**src/rtl/mlp_layer_sequencer.sv**
```systemverilog
`timescale 1ns/1ps
// mlp_layer_sequencer
// Sequences one fully-connected binary MLP layer. For every output neuron it
// clears the accumulator, streams all input words through the XNOR/popcount
// datapath, waits out the datapath latency and then commits the thresholded
// output bit.
//
// Ports
//   clk, rst           clock (rising edge), asynchronous active-low reset
//   start              layer start request, sampled only in IDLE
//   num_neurons        neuron count minus 1, latched at start
//   num_words          words per neuron minus 1, latched at start
//   mem_ready          memories accept a read this cycle
//   busy, done         layer in progress / one-cycle completion pulse
//   rd_en, in_addr,
//   wgt_addr           memory read strobe and addresses
//   acc_clr, acc_en    accumulator clear and accumulate strobes
//   out_we, out_addr   output-bit write strobe and neuron index
//
// state  | meaning
// -------+------------------------------------------------------------
// IDLE   | waiting for start; config latched on accept
// CLR    | one-cycle accumulator clear for the current neuron
// STREAM | issue one read per cycle while mem_ready is high
// DRAIN  | let the last read reach the accumulator (LAT cycles)
// WRITE  | commit the output bit of the current neuron
// DONE   | one-cycle completion pulse
module mlp_layer_sequencer #(
    parameter int CNT_W  = 13,
    parameter int ADDR_W = 26,
    parameter int LAT    = 2
) (
    input  logic              clk,
    input  logic              rst,
    input  logic              start,
    input  logic [CNT_W-1:0]  num_neurons,
    input  logic [CNT_W-1:0]  num_words,
    input  logic              mem_ready,
    output logic              busy,
    output logic              done,
    output logic              rd_en,
    output logic [CNT_W-1:0]  in_addr,
    output logic [ADDR_W-1:0] wgt_addr,
    output logic              acc_clr,
    output logic              acc_en,
    output logic              out_we,
    output logic [CNT_W-1:0]  out_addr
);

    typedef enum logic [2:0] {
        S_IDLE,
        S_CLR,
        S_STREAM,
        S_DRAIN,
        S_WRITE,
        S_DONE
    } state_t;

    // DRAIN is left when the down-counter hits zero, so it is loaded with LAT-1.
    localparam logic [2:0] DRAIN_INIT = 3'(LAT - 1);

    state_t             state;
    state_t             state_nxt;
    logic [CNT_W-1:0]   nn_q;
    logic [CNT_W-1:0]   nw_q;
    logic [CNT_W-1:0]   neuron;
    logic [CNT_W-1:0]   word;
    logic [ADDR_W-1:0]  wgt_q;
    logic [2:0]         drain_cnt;
    logic [LAT-1:0]     acc_sr;

    always_ff @(posedge clk or negedge rst) begin
        if (!rst) begin
            state <= S_IDLE;
        end else begin
            state <= state_nxt;
        end
    end

    always_comb begin
        state_nxt = state;
        busy      = 1'b0;
        done      = 1'b0;
        rd_en     = 1'b0;
        acc_clr   = 1'b0;
        out_we    = 1'b0;
        case (state)
            S_IDLE: begin
                if (start) begin
                    state_nxt = S_CLR;
                end
            end
            S_CLR: begin
                busy      = 1'b1;
                acc_clr   = 1'b1;
                state_nxt = S_STREAM;
            end
            S_STREAM: begin
                busy  = 1'b1;
                rd_en = mem_ready;
                if (mem_ready && (word == nw_q)) begin
                    state_nxt = S_DRAIN;
                end
            end
            S_DRAIN: begin
                busy = 1'b1;
                if (drain_cnt == 3'd0) begin
                    state_nxt = S_WRITE;
                end
            end
            S_WRITE: begin
                busy   = 1'b1;
                out_we = 1'b1;
                if (neuron == nn_q) begin
                    state_nxt = S_DONE;
                end else begin
                    state_nxt = S_CLR;
                end
            end
            S_DONE: begin
                done      = 1'b1;
                state_nxt = S_IDLE;
            end
            default: begin
                state_nxt = S_IDLE;
            end
        endcase
    end

    // Loop counters and address generator. Counters stop at their terminal
    // value instead of incrementing, so all-ones counts never wrap.
    always_ff @(posedge clk or negedge rst) begin
        if (!rst) begin
            nn_q      <= '0;
            nw_q      <= '0;
            neuron    <= '0;
            word      <= '0;
            wgt_q     <= '0;
            drain_cnt <= '0;
        end else begin
            case (state)
                S_IDLE: begin
                    if (start) begin
                        nn_q   <= num_neurons;
                        nw_q   <= num_words;
                        neuron <= '0;
                        word   <= '0;
                        wgt_q  <= '0;
                    end
                end
                S_CLR: begin
                    word <= '0;
                end
                S_STREAM: begin
                    if (mem_ready) begin
                        wgt_q <= wgt_q + 1'b1;
                        if (word == nw_q) begin
                            drain_cnt <= DRAIN_INIT;
                        end else begin
                            word <= word + 1'b1;
                        end
                    end
                end
                S_DRAIN: begin
                    if (drain_cnt != 3'd0) begin
                        drain_cnt <= drain_cnt - 1'b1;
                    end
                end
                S_WRITE: begin
                    if (neuron != nn_q) begin
                        neuron <= neuron + 1'b1;
                    end
                end
                default: begin
                end
            endcase
        end
    end

    // acc_en is rd_en delayed by exactly LAT cycles.
    always_ff @(posedge clk or negedge rst) begin
        if (!rst) begin
            acc_sr <= '0;
        end else begin
            acc_sr[0] <= rd_en;
            for (int i = 1; i < LAT; i++) begin
                acc_sr[i] <= acc_sr[i-1];
            end
        end
    end

    assign acc_en   = acc_sr[LAT-1];
    assign in_addr  = word;
    assign wgt_addr = wgt_q;
    assign out_addr = neuron;

endmodule

```
**config.mk**
```make
export PLATFORM = sky130hd
export DESIGN_NAME = mlp_layer_sequencer
export DESIGN_NICKNAME = d
export VERILOG_FILES = /design/src/rtl/mlp_layer_sequencer.sv
export SDC_FILE = /design/constraint.sdc
export NUM_CORES = 1
export LEC_CHECK = 0
export BUFFER_PORTS_ARGS = -buffer_cell sky130_fd_sc_hd__buf_4
export CAP_MARGIN = 20
export CORE_MARGIN = 2
export CORE_UTILIZATION = 30
export DETAILED_ROUTE_END_ITERATION = 12
export PLACE_DENSITY_LB_ADDON = 0.12
export SKIP_CTS_REPAIR_TIMING = 1
export SLEW_MARGIN = 20
export SYNTH_ARGS = -nofsm -noshare
export SYNTH_HDL_FRONTEND = slang
export SYNTH_SLANG_ARGS = --single-unit
```
**constraint.sdc**
```tcl
create_clock -name clk -period 2.09 [get_ports clk]
set_input_delay 0.418 -clock clk [delete_from_list [all_inputs] [get_ports clk]]
set_output_delay 0.418 -clock clk [all_outputs]
set_load 0.05 [all_outputs]
```
==> run metrics <==
initial core utilization 30.3%; startpoint types register; Worst Clk Skew 0.00473 ns; reg2reg start state[1]; Post-synth EDFFs 0; first-pass GRT wire length 18.6 mm; Max Freq 499 MHz; fin area 0.00580 sq mm; PnR worst setup slack 0.0861 ns; Pleak 2.60 nW; max-cap violations 0; DP Cell Count 710; diode count 0; CTS tree done; placed instance area 0.00545 sq mm; crit-path max FO 5; Syn Nets 458; Seq/Total Area, Yosys 49.4%; Synth Instances 423; CTS root buffer clkbuf_16; drt initial violations 172; Filler cells 1,428; multi-input logic area 0.00211 sq mm; clock slew seen by the registers of the worst setup and hold paths 0.06 ns; Mean Syn Cell Area 10.3 sq um; final setup fails 0; Mapped Area 0.00436 sq mm; share of layout cells above drive strength 1 35.1%; Yosys top cell by area dfrtp_1; drt drc 0; Sink Count 86; DP HPWL 8.34 mm; Arrival @ worst endpoint 1.59 ns; Final GP Congestion 0.804; top_reg_cell synth dfrtp_1; WHS 0.0195 ns; number of global-route vias before repair 3,605; Peak VDD IR 0.504 mV; GRT busiest layer met2; final wirelength 11.2 mm; post-synthesis sequential element count 86; DR WL/cell 15.4 um; Die ar. 0.0155 sq mm; Clock Latency Late Sink 0.34 ns; core area 0.0144 sq mm; GRT overflow 0; GR Util met1 20.0%; Ys Warns 0; htree depth 3; largest net degree at the start of global routing 38; kind of critical path reg -> out; most frequent cells after synthesis dfrtp_1 (86), nor2_1 (37), xnor2_1 (36); Critical Path RT 1.67 ns; Post-Place Worst Slack 0.0846 ns; period utilization 95.9%; fin nets 572; CTS Buffer Depth 2; Die H 124 um; Final Core Density 40.4%; grt met2 use 23.5%; I/O pin count 88; fin cells 725; first-pass iteration count of the detailed router 4; HP Class in -> async; status finished clean; storage element area 0.00217 sq mm; via count 3,530; PortBufs 87; gr usage total 15.0%; Avg Vias per Cell 4.87; total power 6.79 mW; post-route ant nets 0; Power Dens Cells 1170 mW/mm^2; Hold Violations, Final 0; top cell type's share of synthesized area 49.4%; Cell variety after synth 44; final slew viol count 0; Final Critical Period 2.00 ns; element type at the critical path end output port; Setup crit start state[0]; share of flip-flops with an asynchronous set or reset 100%; M3 GR Usage 3.61%; Layout Area Growth over Synthesis 33.1%; most common cell in the netlist dfrtp_1; Die X 124 um; Cell Rows 44; final setup TNS 0 ns; antenna violations before repair 0; Slew @ Worst Pin 0.642 ns; largest cells by area after synthesis dfrtp_1 (49%), xnor2_1 (7.2%), mux2_2 (6.7%); CTS Buf Count 9; normalized max-slew margin 57.0%
sequential cells by signal, indices dropped and copies added, names as in the netlist:
signal / flops
nw_q: 13
acc_sr: 2
in_addr: 13
out_addr: 13
state: 3
nn_q: 13
wgt_addr: 26
drain_cnt: 3
area by class of cell:
class / count / area share [%]
Clock buffer: 12 / 4.42
Clock inverter: 3 / 1.17
Tap cell: 184 / 3.97
Inverter: 10 / 0.647
Sequential cell: 86 / 37.4
Multi-Input combinational cell: 309 / 36.4
Timing Repair Buffer: 121 / 15.9
placed cells by master, fill, tap and decap left out, types with 2 or more instances in the layout:
cell type / Yosys / final
bufinv_16: 0 / 2
and4_1: 4 / 3
buf_4: 2 / 119
nor3_1: 9 / 9
o21ai_0: 23 / 23
mux2_2: 26 / 26
nand2b_1: 4 / 4
dfrtp_1: 86 / 72
nor4_1: 3 / 2
a21oi_1: 24 / 24
clkbuf_16: 0 / 9
a22o_1: 2 / 2
nand4_1: 16 / 16
xor2_1: 12 / 12
xnor2_1: 36 / 35
nand3_1: 14 / 14
and3_1: 13 / 12
nor2_1: 37 / 36
a31oi_1: 2 / 2
a41oi_1: 8 / 8
mux2i_1: 5 / 5
dfrtp_2: 0 / 14
and2_1: 2 / 2
or3_1: 13 / 13
ha_1: 5 / 5
nand2_1: 33 / 33
inv_1: 10 / 10
or2_1: 3 / 2
clkbuf_8: 0 / 2
report_power, final:
group | switching, mW | total [mW] | internal, mW
Sequential | 0.334 | 2.43 | 2.09
Clock | 0.638 | 1.74 | 1.11
Combinational | 1.49 | 2.62 | 1.13
Total | 2.47 | 6.79 | 4.33
logic make-up (layout without fill, tap and decap cells):
| group | Yosys count | after routing | share of synthesized area, % |
|---|---|---|---|
| buffers and inverters | 28 | 146 | 2.93 |
| adder cells (fa/ha/maj) | 5 | 5 | 1.44 |
| AO/OA/AOI/OAI | 64 | 64 | 8.68 |
| multiplexers | 31 | 31 | 7.87 |
| flip-flops | 86 | 86 | 49.4 |
| AND/OR/NAND/NOR | 161 | 161 | 20.0 |
| XOR/XNOR | 48 | 48 | 9.65 |
routing by layer:
metal | share of wire [%] | up-vias | wire, um
met2 | 47 | 88 | 5250
met5 | 0 | - | 0
li1 | - | 1732 | -
met1 | 46 | 1697 | 5160
met4 | 1.5 | 0 | 171
met3 | 5.2 | 13 | 577
worst paths after layout:
path / to / slack, ns / depth (start not counted)
worst max-delay path: busy / 0.09 / 5
worst min-delay path: wgt_addr[24] / 0.02 / 1
worst max register to register: in_addr[7] / 0.16 / 6
worst min register to register: acc_sr[1] / 0.35 / 0
max in group asynchronous: state[0] / 1.37 / 2
min in group clk: nw_q[9] / 0.31 / 2
worst max-delay path: stages, from the launching register on:
cell,delay (ns)
dfrtp_2,0.44
buf_4,0.17
nor2_2,0.12
buf_4,0.16
xnor2_2,0.12
buf_4,0.23
Note: power is estimated with default switching activity, not from simulation.
